===== src/rtl/frame_backlight_statistics.sv =====
`default_nettype none
// +--------------------------------------------------------------------------+
// | Module      : frame_backlight_statistics                                 |
// | Description : Per-frame peak/mean luminance statistics with a 10-bit     |
// |               backlight value derived at every vsync frame boundary.     |
// | Revision    : 1.0 - initial release                                      |
// +--------------------------------------------------------------------------+
module frame_backlight_statistics #(
  parameter int         CNT_WIDTH         = 22,
  parameter bit         VSYNC_ACTIVE_HIGH = 1'b1,
  parameter logic [9:0] MIN_PWM           = 10'd64
) (
  input  logic       p_clock_from_decoder,
  input  logic       reset,
  input  logic [7:0] r_in,
  input  logic [7:0] g_in,
  input  logic [7:0] b_in,
  input  logic       de_in,
  input  logic       vsync_in,
  input  logic [1:0] mode,
  output logic [9:0] pwm_value,
  output logic [7:0] frame_max,
  output logic [7:0] frame_mean,
  output logic       stats_valid,
  output logic       busy,
  output logic       sat
);

  localparam int                   SUM_W     = CNT_WIDTH + 8;
  localparam logic [CNT_WIDTH-1:0] C_CNT_MAX = '1;

  typedef enum logic [1:0] {
    S_IDLE   = 2'd0,
    S_DIVIDE = 2'd1,
    S_UPDATE = 2'd2
  } state_t;

  // Stage S1 registers
  logic [7:0] r_q, g_q, b_q;
  logic       de_q, vs_q, vs_q2;
  logic       vs_norm;

  // Frame accumulators
  logic [SUM_W-1:0]     sum_q, sum_d;
  logic [CNT_WIDTH-1:0] cnt_q, cnt_d;
  logic [7:0]           rmax_q, rmax_d;
  logic                 fsat_q, fsat_d;
  logic [7:0]           y_w;
  logic                 acc_en;
  logic                 boundary;

  // Divider / snapshot
  state_t               state_q, state_d;
  logic [2:0]           k_q, k_d;
  logic [SUM_W-1:0]     rem_q, rem_d;
  logic [CNT_WIDTH-1:0] dcnt_q, dcnt_d;
  logic [7:0]           quo_q, quo_d;
  logic [7:0]           smax_q, smax_d;
  logic                 ssat_q, ssat_d;
  logic [SUM_W-1:0]     trial;

  // Published outputs
  logic [9:0] pwm_q, pwm_d;
  logic [7:0] fmax_q, fmax_d;
  logic [7:0] fmean_q, fmean_d;
  logic       osat_q, osat_d;
  logic       valid_q, valid_d;

  // Maps the selected 8-bit statistic to 10 bits by replication, then floors it.
  function automatic logic [9:0] map_pwm(input logic [1:0] m,
                                         input logic [7:0] mx,
                                         input logic [7:0] mn);
    logic [8:0] s;
    logic [7:0] v;
    logic [9:0] v10;
    s = {1'b0, mx} + {1'b0, mn};
    v = s[8:1];
    case (m)
      2'd1:    v = mx;
      2'd2:    v = mn;
      default: v = s[8:1];
    endcase
    v10 = (m == 2'd0) ? 10'd1023 : {v, v[7:6]};
    return (v10 < MIN_PWM) ? MIN_PWM : v10;
  endfunction

  assign vs_norm  = VSYNC_ACTIVE_HIGH ? vsync_in : ~vsync_in;
  assign boundary = vs_q & ~vs_q2;
  assign y_w      = (r_q >= g_q) ? ((r_q >= b_q) ? r_q : b_q)
                                 : ((g_q >= b_q) ? g_q : b_q);
  assign acc_en   = de_q && (cnt_q != C_CNT_MAX);

  // S1: register pixel inputs and the polarity-normalised vsync history.
  always_ff @(posedge p_clock_from_decoder) begin
    if (reset) begin
      r_q   <= 8'd0;
      g_q   <= 8'd0;
      b_q   <= 8'd0;
      de_q  <= 1'b0;
      vs_q  <= 1'b0;
      vs_q2 <= 1'b0;
    end else begin
      r_q   <= r_in;
      g_q   <= g_in;
      b_q   <= b_in;
      de_q  <= de_in;
      vs_q  <= vs_norm;
      vs_q2 <= vs_q;
    end
  end

  // S2: next accumulator values; count and sum freeze once count saturates.
  always_comb begin
    sum_d  = sum_q;
    cnt_d  = cnt_q;
    rmax_d = rmax_q;
    fsat_d = fsat_q;
    if (acc_en) begin
      sum_d = sum_q + SUM_W'(y_w);
      cnt_d = cnt_q + CNT_WIDTH'(1);
      if (y_w > rmax_q) rmax_d = y_w;
      if (cnt_d == C_CNT_MAX) fsat_d = 1'b1;
    end
  end

  // S2: accumulators restart on every boundary, even if the divider is busy.
  always_ff @(posedge p_clock_from_decoder) begin
    if (reset || boundary) begin
      sum_q  <= '0;
      cnt_q  <= '0;
      rmax_q <= 8'd0;
      fsat_q <= 1'b0;
    end else begin
      sum_q  <= sum_d;
      cnt_q  <= cnt_d;
      rmax_q <= rmax_d;
      fsat_q <= fsat_d;
    end
  end

  // Never overflows: count << 7 needs at most CNT_WIDTH+7 bits.
  assign trial = SUM_W'(dcnt_q) << k_q;

  // FSM next state: snapshot in IDLE, one quotient bit per DIVIDE cycle, publish in UPDATE.
  always_comb begin
    state_d = state_q;
    k_d     = k_q;
    rem_d   = rem_q;
    dcnt_d  = dcnt_q;
    quo_d   = quo_q;
    smax_d  = smax_q;
    ssat_d  = ssat_q;
    pwm_d   = pwm_q;
    fmax_d  = fmax_q;
    fmean_d = fmean_q;
    osat_d  = osat_q;
    valid_d = 1'b0;
    case (state_q)
      S_IDLE: begin
        if (boundary) begin
          // Snapshot uses the _d values so a pixel landing on this edge counts.
          rem_d   = sum_d;
          dcnt_d  = cnt_d;
          smax_d  = rmax_d;
          ssat_d  = fsat_d;
          quo_d   = 8'd0;
          k_d     = 3'd7;
          state_d = S_DIVIDE;
        end
      end
      S_DIVIDE: begin
        // An empty frame never subtracts, leaving a zero quotient.
        if ((dcnt_q != '0) && (rem_q >= trial)) begin
          rem_d      = rem_q - trial;
          quo_d[k_q] = 1'b1;
        end
        if (k_q == 3'd0) state_d = S_UPDATE;
        else             k_d     = k_q - 3'd1;
      end
      S_UPDATE: begin
        fmax_d  = smax_q;
        fmean_d = quo_q;
        osat_d  = ssat_q;
        pwm_d   = map_pwm(mode, smax_q, quo_q);
        valid_d = 1'b1;
        state_d = S_IDLE;
      end
      default: state_d = S_IDLE;
    endcase
  end

  // FSM, divider and output registers.
  always_ff @(posedge p_clock_from_decoder) begin
    if (reset) begin
      state_q <= S_IDLE;
      k_q     <= 3'd0;
      rem_q   <= '0;
      dcnt_q  <= '0;
      quo_q   <= 8'd0;
      smax_q  <= 8'd0;
      ssat_q  <= 1'b0;
      pwm_q   <= 10'd1023;
      fmax_q  <= 8'd0;
      fmean_q <= 8'd0;
      osat_q  <= 1'b0;
      valid_q <= 1'b0;
    end else begin
      state_q <= state_d;
      k_q     <= k_d;
      rem_q   <= rem_d;
      dcnt_q  <= dcnt_d;
      quo_q   <= quo_d;
      smax_q  <= smax_d;
      ssat_q  <= ssat_d;
      pwm_q   <= pwm_d;
      fmax_q  <= fmax_d;
      fmean_q <= fmean_d;
      osat_q  <= osat_d;
      valid_q <= valid_d;
    end
  end

  assign pwm_value   = pwm_q;
  assign frame_max   = fmax_q;
  assign frame_mean  = fmean_q;
  assign stats_valid = valid_q;
  assign sat         = osat_q;
  // Busy spans DIVIDE, UPDATE and the cycle in which the new results are shown.
  assign busy        = (state_q != S_IDLE) | valid_q;

endmodule
`default_nettype wire

===== config.mk =====
export PLATFORM = sky130hd
export DESIGN_NAME = frame_backlight_statistics
export DESIGN_NICKNAME = d
export VERILOG_FILES = /design/src/rtl/frame_backlight_statistics.sv
export SDC_FILE = /design/constraint.sdc
export NUM_CORES = 1
export LEC_CHECK = 0
export ABC_AREA = 1
export BUFFER_PORTS_ARGS = -buffer_cell sky130_fd_sc_hd__clkbuf_2
export CORE_ASPECT_RATIO = 0.9
export CORE_MARGIN = 2
export CORE_UTILIZATION = 55
export CTS_BUF_LIST = sky130_fd_sc_hd__clkbuf_16
export CTS_CLUSTER_SIZE = 10
export DETAILED_ROUTE_END_ITERATION = 8
export GPL_TIMING_DRIVEN = 0
export PLACE_DENSITY_LB_ADDON = 0.15
export SLEW_MARGIN = 20
export SYNTH_ARGS = -nofsm -noshare
export SYNTH_HDL_FRONTEND = slang
export SYNTH_SLANG_ARGS = --single-unit
export TNS_END_PERCENT = 30

===== constraint.sdc =====
create_clock -name p_clock_from_decoder -period 4.1 [get_ports p_clock_from_decoder]
set_input_delay 0.205 -clock p_clock_from_decoder [delete_from_list [all_inputs] [get_ports p_clock_from_decoder]]
set_output_delay 0.205 -clock p_clock_from_decoder [all_outputs]
set_load 0.03 [all_outputs]

==> results of run 1 <==
[logic make-up (layout without fill, tap and decap cells)]
family / count (synthesis) / in the layout / synth area share [%]
mux: 14 / 14 / 1.07
buf+inv: 358 / 477 / 10.9
simple gates: 1126 / 1128 / 36.1
xor+xnor: 25 / 25 / 1.67
compound gates: 316 / 316 / 13.2
flops: 188 / 188 / 28.7
fa+ha+maj: 86 / 86 / 8.38
[sequential cells by signal, indices dropped and copies added (netlist names)]
signal       flops
stats_valid      1
dcnt_q          22
frame_max        8
rmax_q           8
de_q             1
frame_mean       8
sum_q           30
state_q          2
g_q              8
cnt_q           22
pwm_value        8
quo_q            8
ssat_q           1
rem_q           30
vs_q2            1
smax_q           8
vs_q             1
sat              1
b_q              8
k_q              3
fsat_q           1
r_q              8
[where the power goes]
group	switching (W)	total, W	internal (W)
clock	0.000948	0.00181	0.000863
sequential	0.0000727	0.00200	0.00193
combinational	0.00143	0.00213	0.000698
[worst register-to-register path, cell delays in order, from the launching register on]
cell      delay, ps
dfxtp_1         360
inv_1            90
ha_1            290
nand2_1          70
nor2_1          200
nand4_1         180
buf_4           200
nand3_4         110
o211ai_1        110
nand2_1         130
ha_1            190
inv_1            60
fa_1            400
inv_1            90
nand3_1          60
nand3_1         140
nand2_1          70
nand2_1         200
nand2_1         130
xor2_1          180
nand2_1         110
a21oi_2         260
nor2_1           90
nor2_1           80
[cells in the mapped netlist, drive strengths merged, types with 7 or more instances]
| cell | number | area, µm² |
|---|---|---|
| a21oi | 110 | 562 |
| buf | 27 | 183 |
| clkbuf | 39 | 146 |
| dfxtp | 188 | 3760 |
| ha | 83 | 1040 |
| inv | 291 | 1090 |
| mux2i | 14 | 140 |
| nand2 | 623 | 2380 |
| nand3 | 127 | 646 |
| nand3b | 22 | 165 |
| nand4 | 46 | 288 |
| nor2 | 280 | 1090 |
| nor3 | 14 | 70.1 |
| o211ai | 9 | 67.6 |
| o21ai | 138 | 691 |
| o21bai | 19 | 143 |
| o22ai | 25 | 156 |
| or2 | 7 | 43.8 |
| xnor2 | 8 | 70.1 |
| xor2 | 17 | 149 |
[worst max-delay path by stage]
stage / start / cells past startpoint / slack [ps] / endpoint
after floorplan: b_q[7] / 27 / 930 / rem_q[10]
after global placement: g_q[7] / 22 / 50 / rem_q[24]
after detailed placement: g_q[7] / 22 / -10 / rem_q[24]
after CTS: g_q[7] / 22 / 60 / rem_q[24]
after global routing: g_q[7] / 23 / -2 / rem_q[18]
final: b_q[7] / 23 / 240 / rem_q[24]
[routing by layer]
metal	up-vias	global-route usage (%)
met3	76	4.42
met4	0	13.3
met1	6277	42.9
met2	522	53.2
met5	-	0
li1	6992	-
[what timing repair did]
item | in CTS | in global routing
endpoints found under the hold margin | 26 | 0
pin swaps | 0 | 4
cloned | 0 | 2
setup endpoints to repair | 1 | 47
buffers inserted | 0 | 4
resized for setup | 2 | 23
hold buffers | 26 | 0
[stage by stage]
step | cell area, µm² | hold WS (ps)
after global routing | 14800 | 428
after CTS | 14700 | 391
after global placement | 13800 | 398
final | 14800 | 397
after detailed placement | 13800 | 400
after floorplan | 13100 | 312
[cell type report]
cell class	instances	area share (%)
Clock buffer	17	2.88
Buffer	66	2.25
Sequential cell	188	25.5
Timing Repair Buffer	87	3.90
Multi-Input combinational cell	1569	54.0
Tap cell	302	2.56
Clock inverter	15	1.43
Inverter	292	7.45
==> results.json, run 1 <==
{
  "ant_nets": 0,
  "highest_layer": "met4",
  "cp_slowest_cell": "fa_1",
  "die-area_mm2": 0.0251,
  "worstMarginPinSlew_ps": 742,
  "required_ps": 4490,
  "grt_util_all_layers_pct": 32.3,
  "worstRegToRegCells": 23,
  "fin_util_pct": 63.1,
  "met2_length_mm": 18.2,
  "cp.arrival_ps": 4250,
  "cp_num_buf_inv": 4,
  "seq_area_mm2": 0.00376,
  "drt-pass1-iter-count": 6,
  "fin_cells": 2536,
  "met1_length_mm": 18.3,
  "place_congestion": 0.994,
  "timing.fmax_mhz": 259,
  "setup_slack_ps": 242,
  "hp-class": "in -> reg",
  "num-fill-cells": 2247,
  "slew-limit-headroom_pct": 50.5,
  "overflow": 0,
  "dp_cells": 2472,
  "drt_iter0_drc": 1209,
  "setup_viol": 0,
  "fin_skew_ps": 16.6,
  "drc_errors": 0,
  "cpMostUsedCell": "nand2_1",
  "io_pins": 59,
  "ys_async_sr_fraction_pct": 0,
  "die_x_um": 167,
  "synth_edf_count": 0,
  "synthCells": 2113,
  "clk_pin_slew_worst_paths_ps": 90,
  "cts.path.max_buffers": 2,
  "synth-main-ff-cell": "dfxtp_1",
  "slowest_delay_ps": 400,
  "num_rows": 53,
  "drive_above_1_share_pct": 7.34,
  "crit_chain": "inv_1, ha_1, nand2_1, nor2_1, nand4_1, buf_4, nand3_4, o211ai_1, nand2_1, ha_1, inv_1, fa_1, inv_1, nand3_1, nand3_1, nand2_1, nand2_1, nand2_1, xor2_1, nand2_1, a21oi_2, nor2_1, nor2_1",
  "routed_wl_mm": 40.8,
  "power.density_mw_per_mm2": 402,
  "ys_types": 47,
  "outcome": "finished clean",
  "rrSetupSlack_ps": 240,
  "dpl_worst_slack_ps": -10.6,
  "antenna_found_initial": 0,
  "fp.coreArea_mm2": 0.0234,
  "wire_per_inst_um": 16.1,
  "yosysSeqAreaShare_pct": 28.7,
  "h-tree-depth": 4,
  "synth_nets": 2229,
  "worst_skew_pair.late_latency_ps": 460,
  "die_y_um": 150,
  "synthesis.area_mm2": 0.0131,
  "finalSetupTns_ps": 0,
  "multi_input_area_mm2": 0.00798,
  "hold_path_depth": 7,
  "layout_common_cells": "611 x nand2_1, 284 x inv_1, 269 x nor2_1, 188 x dfxtp_1, 132 x o21ai_0",
  "total_power_w": 0.00594,
  "port-buffer-count": 57,
  "cp-end-kind": "register",
  "fin_crit_sh_pct": 94.1,
  "area_growth_pct": 12.7,
  "ir_drop_uv": 274,
  "grt_max_degree": 24,
  "worstSetupPathType": "reg -> reg",
  "cp-start-kind": "register",
  "reg2reg_from": "b_q[7]",
  "start_util_pct": 56.0,
  "via_count": 13867,
  "slew_violations": 0,
  "period_needed_ps": 3860,
  "first_global_vias": 12599,
  "yosysWarningCount": 0,
  "crit_family": "simple AND/OR/NAND/NOR gates",
  "r2r_end": "rem_q[24]",
  "hold_path_end": "pwm_value[8]",
  "synth_seq_cells": 188,
  "crit_fanout": 6,
  "cts_tree": "done",
  "p_leak_nw": 7.25,
  "avgSynthCellArea_um2": 6.20,
  "grt_pass1_wl_mm": 64.0,
  "dp_hpwl_mm": 32.1,
  "nets": 2337,
  "hold_viol": 0,
  "viasPerCell": 5.47,
  "diodes": 0,
  "final_common_cell": "nand2_1",
  "cts_inserted_buffers": 17,
  "cap_violations": 0,
  "min_from": "mode[1]",
  "wl_met3_mm": 2.83,
  "root_buffer": "clkbuf_16",
  "clock-sinks": 188
}
No activity file was read; power rests on OpenSTA's default activity.
==> inputs of run 2 (changes only) <==
Settings changed: GPL_TIMING_DRIVEN 0 to default.
==> run 2 against run 1 <==
Global-route usage down 2.8 points. Flip-flop and latch count unchanged. Largest cell class unchanged. Maximum frequency up 3.6%. Core utilization down 1.3 points. Worst hold slack worse by 170 ps. Clock skew up 4.5 ps.
==> results.json, run 2 (synthesized netlist as in run 1, its figures left out) <==
{
  "overflow": 0,
  "cp_num_buf_inv": 5,
  "ant_nets": 0,
  "wire_per_inst_um": 14.8,
  "hold_viol": 0,
  "worstRegToRegCells": 25,
  "top_usage_layer": "met2",
  "rrSetupSlack_ps": 370,
  "nets": 2286,
  "gr-usage-met1_pct": 40.3,
  "setup_viol": 0,
  "hold_path_end": "state_q[0]",
  "drt_iter0_drc": 1148,
  "drt-pass1-iter-count": 5,
  "worstMarginPinSlew_ps": 930,
  "port-buffer-count": 58,
  "r2r_end": "rem_q[16]",
  "outcome": "finished clean",
  "required_ps": 4440,
  "start_util_pct": 56.0,
  "clk_pin_slew_worst_paths_ps": 80,
  "slew-limit-headroom_pct": 37.8,
  "grt_util_all_layers_pct": 29.5,
  "cp_slowest_cell": "fa_1",
  "placed_area_mm2": 0.0136,
  "crit_family": "simple AND/OR/NAND/NOR gates",
  "grt_pass1_wl_mm": 59.9,
  "via_count": 13200,
  "cp-start-kind": "register",
  "cap_violations": 0,
  "hold_path_depth": 2,
  "worstSetupPathType": "reg -> reg",
  "fin_skew_ps": 21.1,
  "diodes": 0,
  "clock-sinks": 188,
  "crit_fanout": 8,
  "layout_common_cells": "613 x nand2_1, 285 x inv_1, 270 x nor2_1, 187 x dfxtp_1, 133 x o21ai_0",
  "die_y_um": 150,
  "root_buffer": "clkbuf_16",
  "final_area_mm2": 0.0145,
  "viasPerCell": 5.31,
  "min_from": "reset",
  "post-cts-setup-buffers": 0,
  "die-area_mm2": 0.0251,
  "cpMostUsedCell": "nand2_1",
  "hp-class": "in -> reg",
  "drc_errors": 0,
  "power.density_mw_per_mm2": 399,
  "fp.coreArea_mm2": 0.0234,
  "drive_above_1_share_pct": 6.73,
  "die_x_um": 167,
  "p_leak_nw": 7.14,
  "setup_slack_ps": 374,
  "worst_skew_pair.late_latency_ps": 450,
  "first_global_vias": 11991,
  "cts.path.max_buffers": 2,
  "num_rows": 53,
  "place_congestion": 0.974,
  "cts_tree": "done",
  "reg2reg_from": "g_q[7]",
  "grt_use_met2_pct": 48.0,
  "timing.fmax_mhz": 268,
  "grt_max_degree": 42,
  "cp-end-kind": "register",
  "area_growth_pct": 10.5,
  "ir_drop_uv": 268,
  "dpl_worst_slack_ps": 417,
  "h-tree-depth": 4,
  "cp.arrival_ps": 4060,
  "slew_violations": 0,
  "routed_wl_mm": 36.7,
  "met3_usage_pct": 4.55,
  "final_common_cell": "nand2_1",
  "reg.largest.list": "rem_q (30), sum_q (30)",
  "fin_crit_sh_pct": 90.9,
  "io_pins": 59,
  "rsz0062_at_grt": "false",
  "finalSetupTns_ps": 0,
  "slowest_delay_ps": 400,
  "period_needed_ps": 3730,
  "cts_inserted_buffers": 17,
  "antenna_found_initial": 0,
  "dp_hpwl_mm": 28.3
}
run 2: cell types whose count changed in the layout (fill, tap and decap cells not counted), sizes merged:
cell      before  now
buf           31   20
clkbuf       113   75
clkinv         4    8
clkinvlp       1    0
inv          302  299
nand2        624  623
nand3        128  127
run 2: worst max-delay path by stage:
| stage | cells past startpoint | start | end | slack, ps |
|---|---|---|---|---|
| 2_1_floorplan | 27 | b_q[7] | rem_q[10] | 930 |
| 3_3_place_gp | 21 | b_q[6] | rem_q[29] | 440 |
| 3_5_place_dp | 26 | b_q[1] | rem_q[16] | 420 |
| 4_1_cts | 26 | b_q[1] | rem_q[16] | 380 |
| 5_1_grt | 25 | g_q[7] | rem_q[10] | 20 |
| 6_report | 25 | g_q[7] | rem_q[16] | 370 |
run 2: layer usage:
metal	routed length (µm)	part of all wire (%)
met1	17100	46
met2	16300	44
met3	2380	6.5
met4	995	2.7
met5	0	0
run 2: area by class of cell:
| type | instances | area (µm²) |
|---|---|---|
| inverters | 292 | 1100 |
| flip-flops and latches | 188 | 3760 |
| well taps | 302 | 378 |
| clock inverters | 15 | 188 |
| fillers | 2275 | 8930 |
| clock buffers | 17 | 425 |
| repair buffers | 104 | 701 |
| multi-input cells | 1567 | 7920 |
run 2: what timing repair did:
action | CTS | global route
gates resized for setup | 0 | 2
setup endpoints to repair | 0 | 16
hold endpoints to repair | 26 | 0
hold buffers | 26 | 0
run 2: metrics by stage:
stage,cells,hold slack (ps),power [W],util [%]
global route,2485,282,0.00617,61.8
detailed placement,2427,402,0.00402,58.1
finish,2485,228,0.00578,61.8
global placement,2427,396,0.00401,58.1
floorplan,2113,312,0.00355,-
CTS,2485,236,0.00577,61.8
run 2: power breakdown:
part | switching [W] | total, W | internal, W
Clock | 0.000893 | 0.00173 | 0.000838
Sequential | 0.0000829 | 0.00201 | 0.00193
Combinational | 0.00136 | 0.00204 | 0.000680
==> inputs of run 3 (changes only) <==
==> constraint.sdc (replaced) <==
create_clock -name p_clock_from_decoder -period 4.1 [get_ports p_clock_from_decoder]
set_input_delay 0.615 -clock p_clock_from_decoder [delete_from_list [all_inputs] [get_ports p_clock_from_decoder]]
set_output_delay 0.615 -clock p_clock_from_decoder [all_outputs]
set_load 0.03 [all_outputs]
==> run 3 against run 2 <==
Combinational power about the same. Critical path depth decreased by 1. Cell count is 1.3% lower. Final area is 1.8% lower. Clock power about the same. Die area is the same. Critical path type unchanged. Largest cell class unchanged. Highest routed layer unchanged.
==> results.json, run 3 (synthesized netlist as in run 1, its figures left out) <==
{
  "routed_wl_mm": 36.6,
  "num_rows": 53,
  "cts_tree": "done",
  "grt_pass1_wl_mm": 59.6,
  "viasPerCell": 5.39,
  "overflow": 0,
  "io_pins": 59,
  "cts_hold_buf": 0,
  "cp-end-kind": "register",
  "outcome": "finished clean",
  "met2_length_mm": 16.4,
  "worstMarginPinSlew_ps": 908,
  "antenna_found_initial": 0,
  "multi_input_area_mm2": 0.00794,
  "cp-start-kind": "register",
  "crit_fanout": 10,
  "fp.coreArea_mm2": 0.0234,
  "dp_hpwl_mm": 28.6,
  "start_util_pct": 56.0,
  "grt_util_all_layers_pct": 29.4,
  "die_y_um": 150,
  "first_global_vias": 11980,
  "drt_iter0_drc": 1112,
  "worst_skew_pair.late_latency_ps": 450,
  "hold_path_depth": 3,
  "wl_met3_mm": 1.98,
  "drc_errors": 0,
  "slew-limit-headroom_pct": 39.4,
  "crit_path_start": "b_q[5]",
  "clk_pin_slew_worst_paths_ps": 80,
  "period_needed_ps": 3750,
  "grt_max_degree": 48,
  "highest_layer": "met4",
  "ant_nets": 0,
  "r2r_end": "rem_q[12]",
  "final_common_cell": "nand2_1",
  "setup_viol": 0,
  "ir_drop_uv": 309,
  "worstSetupPathType": "reg -> reg",
  "cts.path.max_buffers": 2,
  "fin_skew_ps": 20.6,
  "layout_common_cells": "611 x nand2_1, 284 x inv_1, 269 x nor2_1, 187 x dfxtp_1, 132 x o21ai_0",
  "nets": 2255,
  "reg.largest.list": "rem_q (30), sum_q (30)",
  "die_x_um": 167,
  "hp-class": "in -> reg",
  "cts_inserted_buffers": 17,
  "min_from": "r_in[3]",
  "hold_path_end": "r_q[3]",
  "place_congestion": 0.954,
  "timing.fmax_mhz": 267,
  "worstRegToRegCells": 24,
  "port-buffer-count": 58,
  "die-area_mm2": 0.0251,
  "root_buffer": "clkbuf_16",
  "wire_per_inst_um": 14.9,
  "hold_ws_ps": 345,
  "met1_length_mm": 17.2,
  "fin_crit_sh_pct": 91.4,
  "area_growth_pct": 8.49,
  "slew_violations": 0,
  "hold_viol": 0,
  "drive_above_1_share_pct": 6.79,
  "required_ps": 4430,
  "reg2reg_from": "b_q[5]",
  "p_leak_nw": 7.01,
  "power.density_mw_per_mm2": 404,
  "num-fill-cells": 2355,
  "dpl_worst_slack_ps": 198,
  "cp.arrival_ps": 4080,
  "via_count": 13220,
  "rrSetupSlack_ps": 350,
  "cap_violations": 0,
  "h-tree-depth": 4,
  "setup_slack_ps": 351,
  "clock-sinks": 188,
  "diodes": 0,
  "seq_area_mm2": 0.00376,
  "drt-pass1-iter-count": 7
}
run 3: final cells by class:
cell class              instances  area share [%]
multi-input cells            1567            55.9
flip-flops and latches        188            26.5
inverters                     292            7.73
repair buffers                 73            3.01
clock buffers                  17            2.99
well taps                     302            2.66
clock inverters                14            1.25
run 3: worst max path at each step:
| stage | to |
|---|---|
| after floorplan | rem_q[10] |
| after global placement | rem_q[16] |
| after detailed placement | rem_q[16] |
| after CTS | rem_q[24] |
| after global routing | rem_q[12] |
| final | rem_q[12] |
run 3: critical path: stages, from the launching register on:
cell and delay [ps]:
dfxtp_1 400, inv_1 100, ha_1 300, nand2_1 80
nor2_2 190, nand4_1 260, nand3_4 230, nand2_1 60
o21ai_0 90, nand2_1 100, nand2_1 160, inv_1 80
fa_1 430, inv_1 90, nand3_1 70, nand3_1 140
nand3_1 90, nand2_1 100, nand2_2 80, inv_1 140
nand2_1 80, nand3_1 70, o21ai_0 100, nor2_1 130
nor2_1 60
run 3: through the flow:
| step | std cells | power (W) | TNS, ps | cell area (µm²) | utilization (%) |
|---|---|---|---|---|---|
| global route | 2453 | 0.00613 | -13.8 | 14200 | 60.7 |
| CTS | 2453 | 0.00574 | 0 | 14200 | 60.6 |
| detailed placement | 2422 | 0.00401 | 0 | 13600 | 58.0 |
| finish | 2453 | 0.00574 | 0 | 14200 | 60.7 |
| global placement | 2422 | 0.00399 | 0 | 13600 | 58.0 |
| floorplan | 2113 | 0.00355 | 0 | 13100 | - |
run 3: what timing repair did:
action                                  CTS  global route
resized for setup                         0            10
endpoints found under the setup margin    0            34
buffers inserted                          0             0
run 3: metal layers:
metal	vias to the layer above	GRT usage [%]
met5	-	0
met4	0	9.87
met3	56	5.13
met2	333	48.1
met1	5998	39.6
li1	6833	-
run 3: report_power, final:
group          total, W  switching [W]  internal (W)  leakage, nW
clock           0.00172       0.000842      0.000874        0.290
sequential      0.00201      0.0000839       0.00193         1.53
combinational   0.00201        0.00135      0.000665         5.19
total           0.00574        0.00227       0.00347         7.01
